## src/rtl/codec_cfg_sequencer.sv

```systemverilog
// WM8731 configuration sequencer: walks the fixed 11-entry register table through the
// I2C write engine, with power-up wait, inter-write gap, NACK/timeout retry and status.
module codec_cfg_sequencer #(
    parameter logic [6:0] DEV_ADDR       = 7'h1A,
    parameter int         PWRUP_CYCLES   = 50000,
    parameter int         GAP_CYCLES     = 500,
    parameter int         TIMEOUT_CYCLES = 100000,
    parameter int         MAX_RETRY      = 3
) (
    input  logic        clk,
    input  logic        reset,
    input  logic        start,
    output logic        i2c_req,
    output logic [6:0]  i2c_dev_addr,
    output logic [15:0] i2c_word,
    input  logic        i2c_done,
    input  logic        i2c_nack,
    output logic        cfg_busy,
    output logic        cfg_done,
    output logic        cfg_error,
    output logic [3:0]  cfg_index
);

    localparam int CNT_MAX_A = (PWRUP_CYCLES > GAP_CYCLES) ? PWRUP_CYCLES : GAP_CYCLES;
    localparam int CNT_MAX   = (CNT_MAX_A > TIMEOUT_CYCLES) ? CNT_MAX_A : TIMEOUT_CYCLES;
    localparam int CNT_W     = $clog2(CNT_MAX + 1);
    localparam int RTY_W     = (MAX_RETRY < 1) ? 1 : $clog2(MAX_RETRY + 1);

    localparam logic [CNT_W-1:0] PWRUP_LAST   = CNT_W'(PWRUP_CYCLES - 1);
    localparam logic [CNT_W-1:0] GAP_LAST     = CNT_W'(GAP_CYCLES - 1);
    localparam logic [CNT_W-1:0] TIMEOUT_LAST = CNT_W'(TIMEOUT_CYCLES - 1);
    localparam logic [RTY_W-1:0] RETRY_LIMIT  = RTY_W'(MAX_RETRY);
    localparam logic [3:0]       LAST_INDEX   = 4'd10;

    typedef enum logic [2:0] {
        S_PWRUP,
        S_ISSUE,
        S_WAIT,
        S_GAP,
        S_DONE,
        S_ERROR
    } state_t;

    state_t           state, state_nxt;
    logic [CNT_W-1:0] cnt, cnt_nxt;
    logic [3:0]       index, index_nxt;
    logic [RTY_W-1:0] retry, retry_nxt;
    logic             last_ok, last_ok_nxt;

    // Register table entries are {reg[6:0], data[8:0]}.
    function automatic logic [15:0] table_word(input logic [3:0] idx);
        logic [15:0] w;
        case (idx)
            4'd0:    w = 16'h1E00;
            4'd1:    w = 16'h0C00;
            4'd2:    w = 16'h0E02;
            4'd3:    w = 16'h1000;
            4'd4:    w = 16'h0017;
            4'd5:    w = 16'h0217;
            4'd6:    w = 16'h0479;
            4'd7:    w = 16'h0679;
            4'd8:    w = 16'h0812;
            4'd9:    w = 16'h0A00;
            4'd10:   w = 16'h1201;
            default: w = 16'h0000;
        endcase
        return w;
    endfunction

    always_ff @(posedge clk) begin
        if (reset) begin
            state   <= S_PWRUP;
            cnt     <= '0;
            index   <= '0;
            retry   <= '0;
            last_ok <= 1'b0;
        end else begin
            state   <= state_nxt;
            cnt     <= cnt_nxt;
            index   <= index_nxt;
            retry   <= retry_nxt;
            last_ok <= last_ok_nxt;
        end
    end

    always_comb begin
        state_nxt   = state;
        cnt_nxt     = cnt;
        index_nxt   = index;
        retry_nxt   = retry;
        last_ok_nxt = last_ok;
        case (state)
            S_PWRUP: begin
                if (cnt == PWRUP_LAST) begin
                    cnt_nxt   = '0;
                    state_nxt = S_ISSUE;
                end else begin
                    cnt_nxt = cnt + 1'b1;
                end
            end
            S_ISSUE: begin
                cnt_nxt   = '0;
                state_nxt = S_WAIT;
            end
            S_WAIT: begin
                // A done in the timeout cycle takes priority over the timeout.
                if (i2c_done && !i2c_nack) begin
                    retry_nxt   = '0;
                    last_ok_nxt = 1'b1;
                    cnt_nxt     = '0;
                    state_nxt   = S_GAP;
                end else if (i2c_done || (cnt == TIMEOUT_LAST)) begin
                    cnt_nxt = '0;
                    if (retry < RETRY_LIMIT) begin
                        retry_nxt   = retry + 1'b1;
                        last_ok_nxt = 1'b0;
                        state_nxt   = S_GAP;
                    end else begin
                        state_nxt = S_ERROR;
                    end
                end else begin
                    cnt_nxt = cnt + 1'b1;
                end
            end
            S_GAP: begin
                if (cnt == GAP_LAST) begin
                    cnt_nxt = '0;
                    if (!last_ok) begin
                        state_nxt = S_ISSUE;
                    end else if (index == LAST_INDEX) begin
                        state_nxt = S_DONE;
                    end else begin
                        index_nxt = index + 4'd1;
                        state_nxt = S_ISSUE;
                    end
                end else begin
                    cnt_nxt = cnt + 1'b1;
                end
            end
            S_DONE, S_ERROR: begin
                if (start) begin
                    index_nxt   = '0;
                    retry_nxt   = '0;
                    last_ok_nxt = 1'b0;
                    cnt_nxt     = '0;
                    state_nxt   = S_ISSUE;
                end
            end
            default: state_nxt = S_PWRUP;
        endcase
    end

    always_comb begin
        i2c_req   = (state == S_ISSUE);
        cfg_done  = (state == S_DONE);
        cfg_error = (state == S_ERROR);
        cfg_busy  = !((state == S_DONE) || (state == S_ERROR));
    end

    assign i2c_dev_addr = DEV_ADDR;
    assign i2c_word     = table_word(index);
    assign cfg_index    = index;

endmodule

```

## config.mk

```make
export PLATFORM = sky130hd
export DESIGN_NAME = codec_cfg_sequencer
export DESIGN_NICKNAME = d
export VERILOG_FILES = /design/src/rtl/codec_cfg_sequencer.sv
export SDC_FILE = /design/constraint.sdc
export NUM_CORES = 1
export LEC_CHECK = 0
export CORE_MARGIN = 4
export CORE_UTILIZATION = 48
export CTS_CLUSTER_SIZE = 10
export DETAILED_ROUTE_END_ITERATION = 12
export HOLD_SLACK_MARGIN = 0.06
export PLACE_DENSITY = 0.77
export SYNTH_ARGS = -nofsm -noshare
export SYNTH_HDL_FRONTEND = slang
export SYNTH_SLANG_ARGS = --single-unit
```

## constraint.sdc

```tcl
create_clock -name clk -period 2.39 [get_ports clk]
set_input_delay 0.478 -clock clk [delete_from_list [all_inputs] [get_ports clk]]
set_output_delay 0.478 -clock clk [all_outputs]
set_load 0.02 [all_outputs]
```

==> impl_metrics.env <==
export IMPL_cts_root_buf="clkbuf_8"
export IMPL_initial_core_util_pct=51.2
export IMPL_wirelength_um=5070
export IMPL_cts_tree="done"
export IMPL_slew_violations=0
export IMPL_grt_max_degree=21
export IMPL_arrival_ps=2580
export IMPL_rsz0062_at_grt="true"
export IMPL_violations="negative setup slack"
export IMPL_fmax_mhz=418
export IMPL_grt_pass1_wl_um=8340
export IMPL_critical_path_class="register to register"
export IMPL_fp_dieW_um=74.2
export IMPL_cts_buffers=5
export IMPL_timing_final_hold_violations=0
export IMPL_final_area_mm2=0.00279
export IMPL_antenna_found_initial=0
export IMPL_regToRegSetupSlack_ps=-2
export IMPL_dp_hpwl_um=3440
export IMPL_end_kind="register"
export IMPL_num_io_pins=36
export IMPL_portBuffers=23
export IMPL_worstPathRequired_ps=2570
export IMPL_max_slew_margin_pct=56.1
export IMPL_clk_latency_ps=290
export IMPL_gp_congestion=0.859
export IMPL_ys_ff_latch=36
export IMPL_n_antenna_cell=0
export IMPL_postRouteAntennaNets=0
export IMPL_setup_slack_ps=-1.79
export IMPL_drt_initial_drc_count=131
export IMPL_synthArstFlopShare_pct=0
export IMPL_power_leakage_uw=0.00113
export IMPL_worst_path_max_fanout=4
export IMPL_place_area_mm2=0.00256
export IMPL_status="complete, but fails checks"
export IMPL_htreeDepth=2
export IMPL_hp_class="register to register"
export IMPL_vias_per_cell=5.33
export IMPL_setup_tns_ps=-1.79
export IMPL_fin_crit_ps=2390
export IMPL_first_pass_iters=4
export IMPL_fin_skew_ps=13.9
export IMPL_cts_sinks=36
export IMPL_layout_drive_gt1_share_pct=26.9
export IMPL_peakVddDrop_mv=0.334
export IMPL_fin_nets=320
export IMPL_max_slew_worst_pin_slew_ps=658
export IMPL_die_y_um=74.2
export IMPL_crit_path_start_kind="register"
export IMPL_powerDensity_mw_per_mm2=593
export IMPL_core_region_area_mm2=0.00412
export IMPL_cap_violations=0
export IMPL_synth_area_mm2=0.00211
export IMPL_cts_buffer_depth=2
export IMPL_grt_overflow_total=0
export IMPL_seq_area_frac_synth_pct=34.2
export IMPL_synth_avg_cell_area_um2=8.56
export IMPL_ys_flop_type="dfxtp_1"
export IMPL_cts_clk_slew_worst_paths_ps=80
export IMPL_cts_hold_buf=0
export IMPL_syn2layout_area_growth_pct=32.4
export IMPL_wl_per_cell_um=14.1
export IMPL_period_share_pct=100
export IMPL_fp_dieArea_mm2=0.00551
export IMPL_synth_edff_count=0
export IMPL_drc=0
export IMPL_rows=23
export IMPL_yosys_warnings=0
export IMPL_syn_inst=246
export IMPL_route_vias_total=1915
export IMPL_setup_violations=1
export IMPL_ys_types=62
export IMPL_track_usage_pct=19.5
export IMPL_grt_pass1_vias=1853
[placed cells by master, fill, tap and decap left out, types with 5 or more instances in the layout]
cell type and count:
dfxtp_1 35, nand2b_1 6, clkbuf_8 5, clkdlybuf4s50_1 23, xor2_1 9, nand3_1 15, xnor2_1 7, conb_1 12
a21oi_1 9, inv_1 8, buf_4 44, nor2_1 32, nand2_1 19
[flip-flops by register name, indices dropped and copies added (netlist names)]
signal     count
cfg_index      4
last_ok        1
cnt           17
i2c_word       9
state          3
retry          2
[cells by family (layout without fill, tap and decap cells)]
| group | Yosys count | count (layout) | share of synthesized area, % |
|---|---|---|---|
| fa+ha+maj | 7 | 7 | 4.16 |
| mux | 4 | 4 | 2.14 |
| simple gates | 113 | 113 | 30.7 |
| other cells | 2 | 12 | 0.357 |
| flops | 36 | 36 | 34.2 |
| xor+xnor | 16 | 16 | 6.66 |
| compound gates | 35 | 35 | 12.9 |
| buf+inv | 33 | 86 | 8.91 |
[synthesized netlist by cell type (3+ instances only)]
cell type  number  area (um^2)
dfxtp_1        36          721
nor2_1         33          124
nand2_1        19         71.3
nand3_1        15         75.1
buf_4          14          105
a21oi_1        10         50.1
inv_1          10         37.5
xor2_1          9         78.8
ha_1            7         87.6
xnor2_1         7         61.3
clkbuf_1        6         22.5
nand2b_1        6         37.5
a31oi_1         4         25.0
and3_1          3         18.8
mux2i_1         3         30.0
nand4_1         3         18.8
nor3_1          3         15.0
o21ai_0         3         15.0
or3_1           3         18.8
[per-layer routing]
metal  track usage, %  up-vias  share of wire (%)
met3             3.65        9                5.6
met4             8.30        0                1.6
met5                0        -                  0
li1                 -      948                  -
met1             24.0      903                 44
met2             33.4       55                 49
[repair_timing]
item / CTS / global route
endpoints found under the setup margin: 2 / 9
setup buffers: 7 / 5
gates cloned: 0 / 0
pin swaps: 3 / 5
hold endpoints to repair: 0 / 0
resized for setup: 2 / 9
[area by class of cell]
type	instances	area, um^2
clock inverters	2	35.0
multi-input cells	187	1290
flip-flops and latches	36	724
inverters	11	43.8
repair buffers	67	561
clock buffers	6	72.6
fillers	330	1330
well taps	50	62.6
[report_power, final]
group	switching (uW)	total, uW	leakage (uW)	internal, uW
Sequential	31.7	674	0.000292	642
Combinational	258	450	0.000787	192
Clock	219	529	0.0000552	310
[worst max-delay path: stages (launching register included)]
cell      delay, ps
dfxtp_4         350
inv_2            40
ha_4            150
and3b_1         170
nand3b_4        170
a221oi_4        400
mux2i_2         320
nor2_2           70
inv_2            90
ha_4            200
a221o_1         340
[stage by stage]
stage / hold WS [ps] / worst slack [ps] / std cells / total power (uW) / utilization, %
final: 468 / -1.79 / 359 / 1650 / 67.7
after global routing: 497 / -122 / 359 / 1750 / 67.7
after CTS: 470 / -5.45 / 355 / 1660 / 66.2
after detailed placement: 457 / -202 / 340 / 1120 / 62.1
after global placement: 445 / -140 / 340 / 1110 / 62.1
after floorplan: 436 / 0.338 / 256 / 1000 / -
[final timing paths]
path,start,cells past startpoint,to
setup / recovery,cfg_index[0],10,i2c_word[9]
hold reg to reg,retry[1],2,retry[1]
setup reg to reg,cfg_index[0],10,i2c_word[9]
hold / removal,retry[1],2,retry[1]
Power figures use the tool's default switching activity.
